[config.mk]
export PLATFORM = sky130hd
export DESIGN_NAME = fetch_stage_flat
export DESIGN_NICKNAME = d
export VERILOG_FILES = /design/src/rtl/fetch_stage_if.sv /design/src/rtl/fetch_stage.sv /design/src/flat_wrapper.sv
export SDC_FILE = /design/constraint.sdc
export NUM_CORES = 1
export LEC_CHECK = 0
export CAP_MARGIN = 20
export CORE_MARGIN = 2
export CORE_UTILIZATION = 55
export DETAILED_ROUTE_END_ITERATION = 12
export PLACE_DENSITY = 0.83
export RECOVER_POWER = 25
export SLEW_MARGIN = 25
export SYNTH_ARGS = -nofsm -noshare
export SYNTH_HDL_FRONTEND = slang
export SYNTH_SLANG_ARGS = --single-unit
[constraint.sdc]
create_clock -name clk -period 8.7 [get_ports clk]
set_clock_uncertainty 0.05 [all_clocks]
set_input_delay 1.305 -clock clk [delete_from_list [all_inputs] [get_ports clk]]
set_output_delay 1.305 -clock clk [all_outputs]
set_load 0.05 [all_outputs]
[src/rtl/fetch_stage_if.sv]
// rtl/fetch_stage_if.sv - icache request/response and decode handoff signals of the fetch stage
// The fetch stage itself is the slave; the icache/decode environment is the master.
`ifndef AddrWidth
`define AddrWidth 32
`endif
`ifndef InstWidth
`define InstWidth 32
`endif

interface fetch_stage_if #(
  parameter int ADDR = `AddrWidth,
  parameter int INST = `InstWidth
);
  logic            ic_e_;
  logic [ADDR-1:0] ic_pc;
  logic [INST-1:0] ic_inst;
  logic            fetch_e_;
  logic [ADDR-1:0] fetch_pc;
  logic            dec_jump_;
  logic            dec_branch_;
  logic [ADDR-1:0] dec_target;
  logic            dec_stall_;
  logic            inst_e_;
  logic [ADDR-1:0] inst_pc;
  logic [INST-1:0] inst;

  modport slave (
    input  ic_e_, ic_pc, ic_inst, dec_jump_, dec_branch_, dec_target, dec_stall_,
    output fetch_e_, fetch_pc, inst_e_, inst_pc, inst
  );

  modport master (
    output ic_e_, ic_pc, ic_inst, dec_jump_, dec_branch_, dec_target, dec_stall_,
    input  fetch_e_, fetch_pc, inst_e_, inst_pc, inst
  );
endinterface

[src/rtl/fetch_stage.sv]
// rtl/fetch_stage.sv - single-outstanding instruction fetch with a 2-entry skid FIFO to decode
// All control signals are active-low; a decode redirect flushes the FIFO and reloads the PC.
`ifndef AddrWidth
`define AddrWidth 32
`endif
`ifndef InstWidth
`define InstWidth 32
`endif

module fetch_stage #(
  parameter int              ADDR     = `AddrWidth,
  parameter int              INST     = `InstWidth,
  parameter logic [ADDR-1:0] RESET_PC = '0
) (
  input  logic           clk,
  input  logic           reset_,
  fetch_stage_if.slave   bus
);

  localparam logic [ADDR-1:0] PC_STEP = ADDR'(INST / 8);

  typedef enum logic [1:0] {
    S_REQ  = 2'd0,
    S_WAIT = 2'd1,
    S_DROP = 2'd2
  } state_e;

  state_e          state_q, state_d;
  logic [ADDR-1:0] pc_q, pc_d;
  logic [1:0]      count_q, count_d;
  logic [ADDR-1:0] pc0_q, pc0_d, pc1_q, pc1_d;
  logic [INST-1:0] in0_q, in0_d, in1_q, in1_d;

  logic redirect;
  logic resp;
  logic hit;
  logic req;
  logic push;
  logic pop;
  logic head_valid;

  assign redirect   = !bus.dec_jump_ || !bus.dec_branch_;
  assign resp       = !bus.ic_e_;
  assign hit        = resp && (bus.ic_pc == pc_q);
  assign head_valid = (count_q != 2'd0);
  assign pop        = head_valid && bus.dec_stall_ && !redirect;

  always_ff @(posedge clk or negedge reset_) begin
    if (!reset_) begin
      state_q <= S_REQ;
      pc_q    <= RESET_PC;
      count_q <= 2'd0;
      pc0_q   <= '0;
      pc1_q   <= '0;
      in0_q   <= '0;
      in1_q   <= '0;
    end else begin
      state_q <= state_d;
      pc_q    <= pc_d;
      count_q <= count_d;
      pc0_q   <= pc0_d;
      pc1_q   <= pc1_d;
      in0_q   <= in0_d;
      in1_q   <= in1_d;
    end
  end

  always_comb begin
    state_d = state_q;
    pc_d    = pc_q;
    req     = 1'b0;
    push    = 1'b0;
    unique case (state_q)
      S_REQ: begin
        if (redirect) begin
          pc_d = bus.dec_target;
        end else if (count_q != 2'd2) begin
          req     = 1'b1;
          state_d = S_WAIT;
        end
      end
      S_WAIT: begin
        // A redirect without a response leaves one reply in flight that must be swallowed.
        if (redirect) begin
          pc_d    = bus.dec_target;
          state_d = resp ? S_REQ : S_DROP;
        end else if (hit) begin
          push    = 1'b1;
          pc_d    = pc_q + PC_STEP;
          state_d = S_REQ;
        end
      end
      S_DROP: begin
        if (redirect) begin
          pc_d = bus.dec_target;
        end
        if (resp) begin
          state_d = S_REQ;
        end
      end
      default: state_d = S_REQ;
    endcase
  end

  always_comb begin
    count_d = count_q;
    pc0_d   = pc0_q;
    pc1_d   = pc1_q;
    in0_d   = in0_q;
    in1_d   = in1_q;
    if (redirect) begin
      count_d = 2'd0;
    end else begin
      if (pop) begin
        pc0_d = pc1_q;
        in0_d = in1_q;
      end
      // The free slot after an optional pop is entry 0 when the FIFO holds nothing else.
      if (push) begin
        if ((count_q == 2'd0) || (pop && (count_q == 2'd1))) begin
          pc0_d = pc_q;
          in0_d = bus.ic_inst;
        end else begin
          pc1_d = pc_q;
          in1_d = bus.ic_inst;
        end
      end
      count_d = count_q + {1'b0, push} - {1'b0, pop};
    end
  end

  assign bus.fetch_e_ = !(req && reset_);
  assign bus.fetch_pc = pc_q;
  assign bus.inst_e_  = !head_valid;
  assign bus.inst_pc  = head_valid ? pc0_q : '0;
  assign bus.inst     = head_valid ? in0_q : '0;

endmodule

[src/flat_wrapper.sv]
// flat-port wrapper written by rule: the top's interface ports become plain ports
module fetch_stage_flat 
#(
  parameter int              ADDR     = `AddrWidth,
  parameter int              INST     = `InstWidth,
  parameter logic [ADDR-1:0] RESET_PC = '0
)
  (clk, reset_, bus_ic_e_, bus_ic_pc, bus_ic_inst, bus_dec_jump_, bus_dec_branch_, bus_dec_target, bus_dec_stall_, bus_fetch_e_, bus_fetch_pc, bus_inst_e_, bus_inst_pc, bus_inst);
  fetch_stage_if #(.ADDR(ADDR), .INST(INST)) bus_i ();
  input  logic clk;
  input  logic reset_;
  input wire logic [$bits(bus_i.ic_e_)-1:0] bus_ic_e_;
  input wire logic [$bits(bus_i.ic_pc)-1:0] bus_ic_pc;
  input wire logic [$bits(bus_i.ic_inst)-1:0] bus_ic_inst;
  input wire logic [$bits(bus_i.dec_jump_)-1:0] bus_dec_jump_;
  input wire logic [$bits(bus_i.dec_branch_)-1:0] bus_dec_branch_;
  input wire logic [$bits(bus_i.dec_target)-1:0] bus_dec_target;
  input wire logic [$bits(bus_i.dec_stall_)-1:0] bus_dec_stall_;
  output wire logic [$bits(bus_i.fetch_e_)-1:0] bus_fetch_e_;
  output wire logic [$bits(bus_i.fetch_pc)-1:0] bus_fetch_pc;
  output wire logic [$bits(bus_i.inst_e_)-1:0] bus_inst_e_;
  output wire logic [$bits(bus_i.inst_pc)-1:0] bus_inst_pc;
  output wire logic [$bits(bus_i.inst)-1:0] bus_inst;
  assign bus_i.ic_e_ = bus_ic_e_;
  assign bus_i.ic_pc = bus_ic_pc;
  assign bus_i.ic_inst = bus_ic_inst;
  assign bus_i.dec_jump_ = bus_dec_jump_;
  assign bus_i.dec_branch_ = bus_dec_branch_;
  assign bus_i.dec_target = bus_dec_target;
  assign bus_i.dec_stall_ = bus_dec_stall_;
  assign bus_fetch_e_ = bus_i.fetch_e_;
  assign bus_fetch_pc = bus_i.fetch_pc;
  assign bus_inst_e_ = bus_i.inst_e_;
  assign bus_inst_pc = bus_i.inst_pc;
  assign bus_inst = bus_i.inst;
  fetch_stage #(.ADDR(ADDR), .INST(INST), .RESET_PC(RESET_PC)) u_core (.clk(clk), .reset_(reset_), .bus(bus_i));
endmodule
## Word-level counts from Yosys, hierarchy flattened

Cells that the tools add are included.

- Register bits after elaboration: 164
- Input bits: 102
- Output and inout port bits: 98
- Word-level logic and storage cells: 69

- Add/sub/neg operators: 3
- Eq/ne operators: 10
- Mux-type cells: 26
- Bitwise logic cells: 2
- Reductions and logical operators: 21

Operators by type and width:

| cell | number |
|---|---|
| 32-bit 2-to-1 mux | 11 |
| 32-bit one-hot mux with 2 select lines | 1 |
| 32-bit by 3-bit adder with 32-bit output (second input constant) | 1 |
| 32-bit equality test | 1 |
| 2-bit 2-to-1 mux | 7 |
| 1-bit zero test | 6 |
| 1-bit 2-to-1 mux | 6 |
| 2-bit != test (second input constant) | 3 |
| 2-bit one-hot mux with 3 select lines | 1 |
| 3-bit AND reduction | 2 |
| 1-bit logical AND | 5 |
| 2-bit by 1-bit equality test with 1-bit output (second input constant) | 2 |
| 2-bit zero test | 2 |
| 2-bit by 1-bit != test with 1-bit output (second input constant) | 2 |
| 4-bit AND reduction | 1 |
| 2-bit nonzero test | 2 |
| 3-bit by 1-bit != test with 1-bit output (second input constant) | 1 |
| 2-bit by 1-bit adder with 2-bit output | 1 |
| 2-bit equality test (second input constant) | 1 |
| 1-bit logical OR | 2 |
| 1-bit inverter | 2 |
| 2-bit OR reduction | 1 |
| 2-bit by 1-bit subtractor with 2-bit output | 1 |

## Depth between registers and ports, before layout

Gate-level depths: netlist of the first run.

- Word-level depth: 8
- Gate-level depth with buffers: 12
- Gate-level depth less buffers: 10

## Worst setup path before layout of the first run

Ideal clock, no wire load.

- Path type: input to register
- Start: in bus_ic_pc[2]
- End: reg u_core.in1_q[0]
- Library setup time: 0.125 ns
- Arrival time: 3.417 ns
- Data required time: 8.525 ns
- Setup slack: 5.108 ns
- Stages: 9
- Cells stage by stage: nor2b_1 -> a2111oi_0 -> nand4_1 -> or4b_1 -> buf_2 -> and3b_1 -> buf_6 -> buf_12 -> mux2_4

- Cells in the longest elaborated chain, start to end: 6

RTL lines:

| what | RTL line | text |
|---|---|---|
| start: declaration | flat_wrapper.sv:13 | `input wire logic [$bits(bus_i.ic_pc)-1:0] bus_ic_pc;` |
| 32-bit equality test | fetch_stage.sv:44 | `assign hit = resp && (bus.ic_pc == pc_q);` |
| 1-bit logical AND | fetch_stage.sv:44 |  |
| 1-bit 2-to-1 mux | fetch_stage.sv:87 | `end else if (hit) begin` |
| 1-bit 2-to-1 mux | fetch_stage.sv:84 | `if (redirect) begin` |
| 1-bit 2-to-1 mux | fetch_stage.sv:73 | `unique case (state_q)` |
| 3-bit AND reduction (no source line) | - |  |
| end signal: assignment | fetch_stage.sv:64 | `in1_q <= in1_d;` |
| end: declaration | fetch_stage.sv:32 | `logic [INST-1:0] in0_q, in0_d, in1_q, in1_d;` |

Every way passes these cells.
A chain may end at the register's enable or synchronous reset.

## Worst setup path in the final report of the first run

- Start: in reset_
- End: out bus_fetch_e_

- Cells in the longest elaborated chain, start to end: 2

RTL lines:

| what | RTL line | text |
|---|---|---|
| start: declaration | flat_wrapper.sv:11 | `input logic reset_;` |
| 1-bit logical AND | fetch_stage.sv:132 | `assign bus.fetch_e_ = !(req && reset_);` |
| 1-bit zero test | fetch_stage.sv:132 |  |
| end: declaration | flat_wrapper.sv:19 | `output wire logic [$bits(bus_i.fetch_e_)-1:0] bus_fetch_e_;` |

Every way passes these cells.

==> results.yml, run 1 <==
cells_and_area:
  area_growth_pct: 28.23
  multi_input_area_mm2: 0.004392
  regArea_mm2: 0.004104
  nets: 1123
  fin_util: 0.7213
  antenna_cells: 0
  fillers: 1190
  layout-drive-gt1-share: 0.1639
sta:
  finalSetupTns_ns: 0
  layout_min_cycle_time_ns: 5.722
  worst_pin_slew_ns: 2.661
  holdWs_ns: 0.4627
  setup_viol: 0
  rsz0062_at_grt: "no"
  hold_violations: 0
  finalMaxSlewViolations: 48
  max_slew_margin: -0.7738
  fin_crit_sh: 0.6577
  max_clock_freq_mhz: 174.8
logic_synthesis:
  yosys-top-cells-count: "164 x dfrtp_1, 99 x nand2_1, 95 x nor2_1, 84 x nor2b_1"
  ys.flop_type: "dfrtp_1"
  synthXorXnorAreaFrac: 0.02255
  synthMostInstantiatedCell: "dfrtp_1"
  synth_top_family_by_area: "simple AND/OR/NAND/NOR gates"
  synth-simple-area-share: 0.1997
  synth_top_area_frac: 0.4593
  synthAdderAreaFrac: 0.004201
  synth_top_area_cell: "dfrtp_1"
  synth_compound_area_frac: 0.1540
  synth_area_leaders: "dfrtp_1 46%, mux2_4 10%, o221a_2 7.6%"
  synth_edf_count: 0
  synth_warnings: 0
  synthMuxAreaShare: 0.1092
  ys_seq_elements: 164
  synth_cell_types: 52
  yosysSeqAreaShare: 0.4593
  syn_area_per_cell_um2: 10.35
  synthCells: 863
  ys_async_sr_fraction: 1.000
  synthesis.area_mm2: 0.008935
  syn-num-nets: 968
die:
  rows: 46
  pin_count: 200
  initial_utilization: 0.5625
  dieWidth_um: 131.5
  die_area_mm2: 0.01728
  die_h_um: 131.5
  core-area_mm2: 0.01589
cts:
  root_buffer: "clkbuf_16"
  cts_setup_buffers: 0
  cts_tree: "yes"
  htree_levels: 4
  clock_latency_ns: 0.43
  post_cts_resize_count: 0
  postCtsHoldBufs: 0
  clock-sinks: 164
  cts.clk_slew.worst_paths_ns: 0.06
  max-clock-path-buffers: 2
  cts_made_buffers: 17
placed_design:
  routabilityCongestion: 0.9342
  port_buffers: 199
  hpwl_mm: 16.61
status:
  status: "complete, but fails checks"
  violations: "capacitance limit, slew limit"
power:
  clockPowerShare: 0.396
  power.switching_mw: 0.5157
  p_leak_nw: 4.774
  irDropWorstVdd_mv: 0.1377
  fin_total_pwr_mw: 1.904
  p_comb_frac: 0.149
  pwr-share-seq: 0.455
  p_per_area_mw_per_mm2: 166.2
  internal_power_mw: 1.389
  swShare: 0.2708
setup_path:
  crit_chain: "clkbuf_1 > nand4_1 > clkdlybuf4s50_1"
  r2r-start: "u_core.bus.fetch_pc[25]"
  arrival_ns: 4.37
  r2r_end: "u_core.pc1_q[31]"
  rrSetupSlack_ns: 4.34
  worstSetupPathType: "in2out"
  r2r_cells: 7
  cp-start-kind: "primary input"
  slowest_delay_ns: 1.85
  cp_max_fo: 47
  slowest_stage: "clkbuf_1"
  crit_path_start: "reset_"
  critPathRequiredTime_ns: 7.34
  cp-end-kind: "output pin"
global_routing:
  grt.overflow.total: 0
  grt_use_total: 0.2893
  grt_pass1_wl_mm: 39.80
  first_global_vias: 7214
  grt_max_degree: 129
  antenna_found_initial: 0
detailed_routing:
  final_antenna_net_count: 0
  drt_first_pass_iters: 5
  vias_per_cell: 5.951
  drc: 0
  wl_per_cell_um: 19.94
  vias: 7421
  wl_mm: 24.87
  drt-initial-drc-count: 596
job:
  cap_violations: 1
worst_hold_path:
  whs_path_depth: 1
  hold_class: "reg2reg"
  hold_start: "u_core.in1_q[27]"
  holdPathEnd: "u_core.in1_q[27]"
==> cells by family after synthesis <==
logic type,after synthesis
xor+xnor,23
mux,67
buf+inv,84
fa+ha+maj,3
compound gates,157
flops,164
simple gates,365
==> through the flow <==
stage / area (um2) / instances / setup slack (ns)
floorplan: 8935 / 863 / 5.108
global placement: 10870 / 1215 / 3.281
detailed placement: 10880 / 1215 / 3.174
CTS: 11460 / 1247 / 3.611
global route: 11460 / 1247 / 2.576
finish: 11460 / 1247 / 2.978
==> worst max-delay path by stage <==
stage | endpoint | cells after the start
floorplan | u_core.in1_q[0] | 9
global placement | u_core.pc1_q[31] | 8
detailed placement | u_core.pc1_q[31] | 8
CTS | u_core.in1_q[31] | 8
global route | bus_fetch_e_ | 3
finish | bus_fetch_e_ | 3
==> placed cells by master (no fill, tap or decap), types with 3 or more instances in the layout <==
cell type	netlist	routed
clkdlybuf4s50_1	0	197
dfrtp_1	164	164
nand2_1	99	98
nor2_1	95	93
nor2b_1	84	84
o221a_2	60	60
mux2_4	60	60
xnor2_1	23	23
nand3_1	20	20
a21oi_1	19	19
nor3_1	18	18
clkbuf_16	0	17
nand4_1	13	13
inv_1	12	12
o21ai_0	12	12
a31oi_1	11	11
nor4_1	10	10
o22ai_1	9	9
buf_4	0	8
and3_1	7	7
a2bb2oi_1	7	7
o32a_1	6	6
a2111oi_0	5	5
o211ai_1	5	5
clkinv_2	0	5
and4_1	4	4
a32oi_1	4	4
mux2_2	4	4
o221a_1	4	4
a221oi_1	3	3
and2_1	3	3
o22a_1	3	3
mux2i_1	3	3
ha_1	3	3
clkbuf_1	52	3
bufinv_16	0	3
==> sequential cells by signal, indices dropped and copies added, names as in the netlist <==
| name | flops |
|---|---|
| u_core.in0_q | 32 |
| u_core.count_q | 2 |
| u_core.state_q | 2 |
| u_core.bus.fetch_pc | 32 |
| u_core.pc1_q | 32 |
| u_core.pc0_q | 32 |
| u_core.in1_q | 32 |
==> layer usage <==
layer | up-vias | GRT usage | wire length (um)
li1 | 3411 | - | -
met3 | 35 | 0.07137 | 2149
met1 | 3585 | 0.4080 | 10830
met2 | 390 | 0.4427 | 11360
met4 | 0 | 0.08998 | 526
met5 | - | 0 | 0
==> area by class of cell <==
cell class,count,area share
clock buffers,19,0.03779
inverters,12,0.003931
flip-flops and latches,164,0.3582
clock inverters,13,0.01365
repair buffers,208,0.1795
well taps,216,0.02359
multi-input cells,615,0.3833
==> critical path: cells and delay by family <==
| family | cells | cell delay (ns) |
|---|---|---|
| AND/OR/NAND/NOR | 1 | 0.32 |
| buffers and inverters | 2 | 2.69 |
==> power by group through the flow <==
stage	Sequential, mW	Clock, mW	Combinational (mW)
2_1_floorplan	0.898	0	0.120
3_3_place_gp	0.877	0	0.280
3_5_place_dp	0.878	0	0.282
4_1_cts	0.864	0.764	0.284
5_1_grt	0.872	0.798	0.300
6_report	0.867	0.754	0.284
No activity file was read; power rests on OpenSTA's default activity.
==> run 2, diff against run 1 <==
Settings changed: CORE_UTILIZATION 55 to 51, PLACE_DENSITY 0.83 to 0.78.
Clock period 8.7 ns to 5.3 ns, I/O delays scaled along.
==> results.yml, run 2 (same netlist as run 1, synthesis figures left out) <==
status:
  status: "complete, but fails checks"
  violations: "capacitance limit, slew limit"
cts:
  max-clock-path-buffers: 2
  cts_setup_buffers: 0
  post_cts_resize_count: 0
  postCtsHoldBufs: 0
  root_buffer: "clkbuf_16"
  cts.clk_slew.worst_paths_ns: 0.06
  htree_levels: 4
  clock-sinks: 164
  clock_latency_ns: 0.43
  cts_tree: "yes"
  cts_made_buffers: 17
detailed_routing:
  vias_per_cell: 5.951
  drc: 0
  drt_first_pass_iters: 5
  drt-initial-drc-count: 618
  final_antenna_net_count: 0
  vias: 7492
  wl_per_cell_um: 19.91
  wl_mm: 25.06
die:
  pin_count: 200
  rows: 48
  initial_utilization: 0.5184
  die_area_mm2: 0.01859
  die_h_um: 136.4
  dieWidth_um: 136.4
  core-area_mm2: 0.01724
cells_and_area:
  fillers: 1327
  layout-drive-gt1-share: 0.1673
  antenna_cells: 0
  final_common_cell: "clkdlybuf4s50_1"
  layout_common_cells: "193 x clkdlybuf4s50_1, 164 x dfrtp_1, 98 x nand2_1"
  nets: 1128
  regArea_mm2: 0.004104
  multi_input_area_mm2: 0.004392
  fin_area_mm2: 0.01152
  area_growth_pct: 28.94
setup_path:
  arrival_ns: 4.29
  r2r_end: "u_core.pc1_q[1]"
  cp_max_fo: 15
  cp-start-kind: "primary input"
  critPathRequiredTime_ns: 5.55
  rrSetupSlack_ns: 1.47
  r2r_cells: 7
  cp-end-kind: "flop"
  r2r-start: "u_core.bus.fetch_pc[26]"
  worstSetupPathType: "in2reg"
power:
  p_leak_nw: 4.795
  pwr-share-seq: 0.452
  p_per_area_mw_per_mm2: 272.5
  irDropWorstVdd_mv: 0.2342
  p_comb_frac: 0.149
  power.switching_mw: 0.8417
  internal_power_mw: 2.298
  clockPowerShare: 0.399
  swShare: 0.2681
sta:
  max_slew_margin: -0.08483
  finalMaxSlewViolations: 67
  hold_violations: 0
  finalSetupTns_ns: 0
  setup_viol: 0
  layout_min_cycle_time_ns: 4.035
  rsz0062_at_grt: "no"
  worst_pin_slew_ns: 1.627
  max_clock_freq_mhz: 247.8
  fin_crit_sh: 0.7613
job:
  cap_violations: 1
worst_hold_path:
  hold_class: "in2async"
global_routing:
  grt_max_degree: 71
  grt.overflow.total: 0
  first_global_vias: 7145
  antenna_found_initial: 0
  grt_use_total: 0.2763
  grt_pass1_wl_mm: 39.48
placed_design:
  hpwl_mm: 17.01
  routabilityCongestion: 0.9438
  port_buffers: 199
  post_dp_cell_area_mm2: 0.01093
[run 2: cell count changes in the layout (fill, tap and decap cells not counted), sizes merged]
cell	before	now
clkinv	6	2
clkinvlp	2	4
dlygate4sd3	1	5
clkbuf	20	22
inv	14	12
clkdlybuf4s50	197	193
buf	9	14
[run 2: worst max-delay path, stage by stage]
cell	delay, ns
clkdlybuf4s50_1	0.41
xnor2_1	0.32
nand4_1	0.24
or3_1	0.37
or4b_1	0.82
and3b_4	0.65
buf_4	0.30
mux2_2	0.36
[run 2: worst max-delay path by stage]
stage | from | to | slack (ns)
5_1_grt | bus_ic_pc[26] | u_core.pc1_q[1] | 1.17
4_1_cts | bus_ic_pc[26] | u_core.pc1_q[1] | 1.30
6_report | bus_ic_pc[26] | u_core.pc1_q[1] | 1.27
3_5_place_dp | bus_ic_pc[25] | u_core.pc1_q[1] | 0.90
2_1_floorplan | u_core.bus.fetch_pc[4] | u_core.in1_q[0] | 2.20
3_3_place_gp | bus_ic_pc[26] | u_core.pc1_q[1] | 0.96
[run 2: final cells by class]
cell class | count | share of cell area
Tap cell | 225 | 0.02444
Clock inverter | 9 | 0.01129
Multi-Input combinational cell | 615 | 0.3812
Sequential cell | 164 | 0.3562
Clock buffer | 21 | 0.03997
Inverter | 12 | 0.003910
Timing Repair Buffer | 213 | 0.1830
[run 2: layer usage]
metal	global-route usage	wire length [um]	part of all wire
met3	0.05518	2075	0.083
met2	0.4190	11600	0.46
met1	0.3958	10820	0.43
met4	0.09549	566	0.023
met5	0	0	0
[run 2: power groups by stage]
stage | clock network (mW) | logic, mW | registers (mW)
after global placement | 0 | 0.462 | 1.44
final | 1.25 | 0.467 | 1.42
after global routing | 1.33 | 0.497 | 1.43
after floorplan | 0 | 0.197 | 1.47
after CTS | 1.26 | 0.468 | 1.42
after detailed placement | 0 | 0.465 | 1.44
[run 2: through the flow]
| stage | cells | util | total power [mW] | worst slack, ns | hold slack [ns] |
|---|---|---|---|---|---|
| finish | 1259 | 0.6684 | 3.140 | 1.265 | 0.2388 |
| global route | 1259 | 0.6684 | 3.251 | 1.173 | 0.2542 |
| CTS | 1259 | 0.6686 | 3.150 | 1.301 | 0.2387 |
| floorplan | 863 | - | 1.671 | 2.197 | 0.4314 |
| detailed placement | 1229 | 0.6343 | 1.905 | 0.9042 | 0.4428 |
| global placement | 1229 | 0.6343 | 1.899 | 0.9618 | 0.4421 |
==> run 3, diff against run 2 <==
Clock period 5.3 ns to 3.8 ns, I/O delays scaled along.
==> results.yml, run 3 (same netlist as run 1, synthesis figures left out) <==
setup_path:
  worstSetupPathType: "reg2out"
  critPathRequiredTime_ns: 3.18
  cp-end-kind: "output pin"
  cp_max_fo: 16
  slowest_stage: "clkdlybuf4s50_1"
  cp-start-kind: "flop"
  worst-path-buf-inv: 1
  slowest_delay_ns: 0.83
  crit_chain: "and3b_1 > nand4_1 > clkdlybuf4s50_1"
  path_delay_family: "buffers and inverters"
  arrival_ns: 2.53
global_routing:
  grt_use_total: 0.2738
  grt_pass1_wl_mm: 39.07
  first_global_vias: 7155
  grt.overflow.total: 0
  antenna_found_initial: 0
  grt_max_degree: 129
power:
  swShare: 0.2698
  p_comb_frac: 0.147
  clockPowerShare: 0.420
  p_per_area_mw_per_mm2: 389.8
  p_leak_nw: 4.866
  internal_power_mw: 3.326
  irDropWorstVdd_mv: 0.3451
  power.switching_mw: 1.229
  pwr-share-seq: 0.434
cts:
  cts_setup_buffers: 0
  clock-sinks: 164
  cts.clk_slew.worst_paths_ns: 0.07
  cts_tree: "yes"
  htree_levels: 4
  postCtsHoldBufs: 0
  clock_latency_ns: 0.44
  post_cts_resize_count: 0
  max-clock-path-buffers: 2
  cts_made_buffers: 17
  root_buffer: "clkbuf_16"
placed_design:
  routabilityCongestion: 0.9372
  hpwl_mm: 16.65
  port_buffers: 199
die:
  die_area_mm2: 0.01859
  rows: 48
  pin_count: 200
  die_h_um: 136.4
  dieWidth_um: 136.4
  core-area_mm2: 0.01724
  initial_utilization: 0.5184
sta:
  finalSetupTns_ns: 0
  setup_viol: 0
  layout_min_cycle_time_ns: 3.146
  max_slew_margin: -0.05849
  finalMaxSlewViolations: 64
  rsz0062_at_grt: "no"
  fin_crit_sh: 0.8279
  worst_pin_slew_ns: 1.588
  holdWs_ns: 0.001563
  hold_violations: 0
  max_clock_freq_mhz: 317.9
worst_hold_path:
  hold_class: "in2async"
cells_and_area:
  area_growth_pct: 30.77
  fillers: 1338
  layout_common_cells: "198 x clkdlybuf4s50_1, 164 x dfrtp_1, 98 x nand2_1"
  nets: 1135
  antenna_cells: 0
  final_common_cell: "clkdlybuf4s50_1"
  layout-drive-gt1-share: 0.1764
detailed_routing:
  drc: 0
  drt-initial-drc-count: 552
  vias_per_cell: 5.860
  wl_mm: 24.66
  vias: 7430
  wl_per_cell_um: 19.44
  final_antenna_net_count: 0
  drt_first_pass_iters: 5
job:
  cap_violations: 1
status:
  violations: "capacitance limit, slew limit"
  status: "complete, but fails checks"
[run 3: changes by cell type in the layout (fill, tap and decap cells not counted), sizes merged]
cell / previous run / this run
clkbuf: 22 / 19
inv: 12 / 15
buf: 14 / 20
bufinv: 3 / 5
dlygate4sd3: 5 / 0
clkinvlp: 4 / 5
clkdlybuf4s50: 193 / 198
[run 3: metrics by stage]
step / utilization / cells / worst slack [ns] / total power, mW / instance area (um2)
after floorplan: - / 863 / 0.6965 / 2.331 / 8935
after global placement: 0.6402 / 1236 / 0.3461 / 2.655 / 11040
after detailed placement: 0.6402 / 1236 / 0.3051 / 2.664 / 11040
after CTS: 0.6781 / 1268 / 0.6960 / 4.570 / 11690
after global routing: 0.6778 / 1268 / 0.5372 / 4.707 / 11680
final: 0.6778 / 1268 / 0.6540 / 4.554 / 11680
[run 3: cell type report]
type / count / area (um2) / area share
clock inverters: 15 / 227.7 / 0.01949
multi-input cells: 615 / 4392 / 0.3759
clock buffers: 17 / 425.4 / 0.03641
inverters: 12 / 45.04 / 0.003855
flip-flops and latches: 164 / 4104 / 0.3513
well taps: 225 / 281.5 / 0.02410
repair buffers: 220 / 2208 / 0.1890
[run 3: layer usage]
metal  global-route usage  share of wire  up-vias
met4              0.09954          0.023        0
met3              0.06189          0.078       37
li1                     -              -     3441
met5                    0              0        -
met2               0.4210           0.46      345
met1               0.3807           0.44     3607
[run 3: power groups by stage]
stage / combinational (mW) / clock [mW] / sequential (mW)
floorplan: 0.275 / 0 / 2.06
global placement: 0.657 / 0 / 2.00
detailed placement: 0.662 / 0 / 2.00
CTS: 0.667 / 1.93 / 1.97
global route: 0.706 / 2.01 / 1.99
finish: 0.668 / 1.91 / 1.97
[run 3: worst register-to-register path, stage by stage, from the launching register on]
cell and delay, ns:
dfrtp_1 0.52, xnor2_1 0.29, nand3_1 0.17, or3_1 0.43
or4b_1 0.55, and3b_4 0.39, buf_4 0.25, mux2_2 0.36
[run 3: final timing paths]
check                                             from  slack [ns]  depth (start not counted)          endpoint
worst max-delay path                 u_core.state_q[1]        0.65                          3      bus_fetch_e_
worst min-delay path                            reset_       0.002                          1  u_core.in0_q[23]
worst max register to register  u_core.bus.fetch_pc[9]        0.68                          7   u_core.pc1_q[1]
worst min register to register        u_core.in1_q[31]        0.46                          1  u_core.in1_q[31]
max in group asynchronous                       reset_        1.80                          2  u_core.pc0_q[10]
min in group clk                      u_core.in1_q[31]        0.46                          1  u_core.in1_q[31]
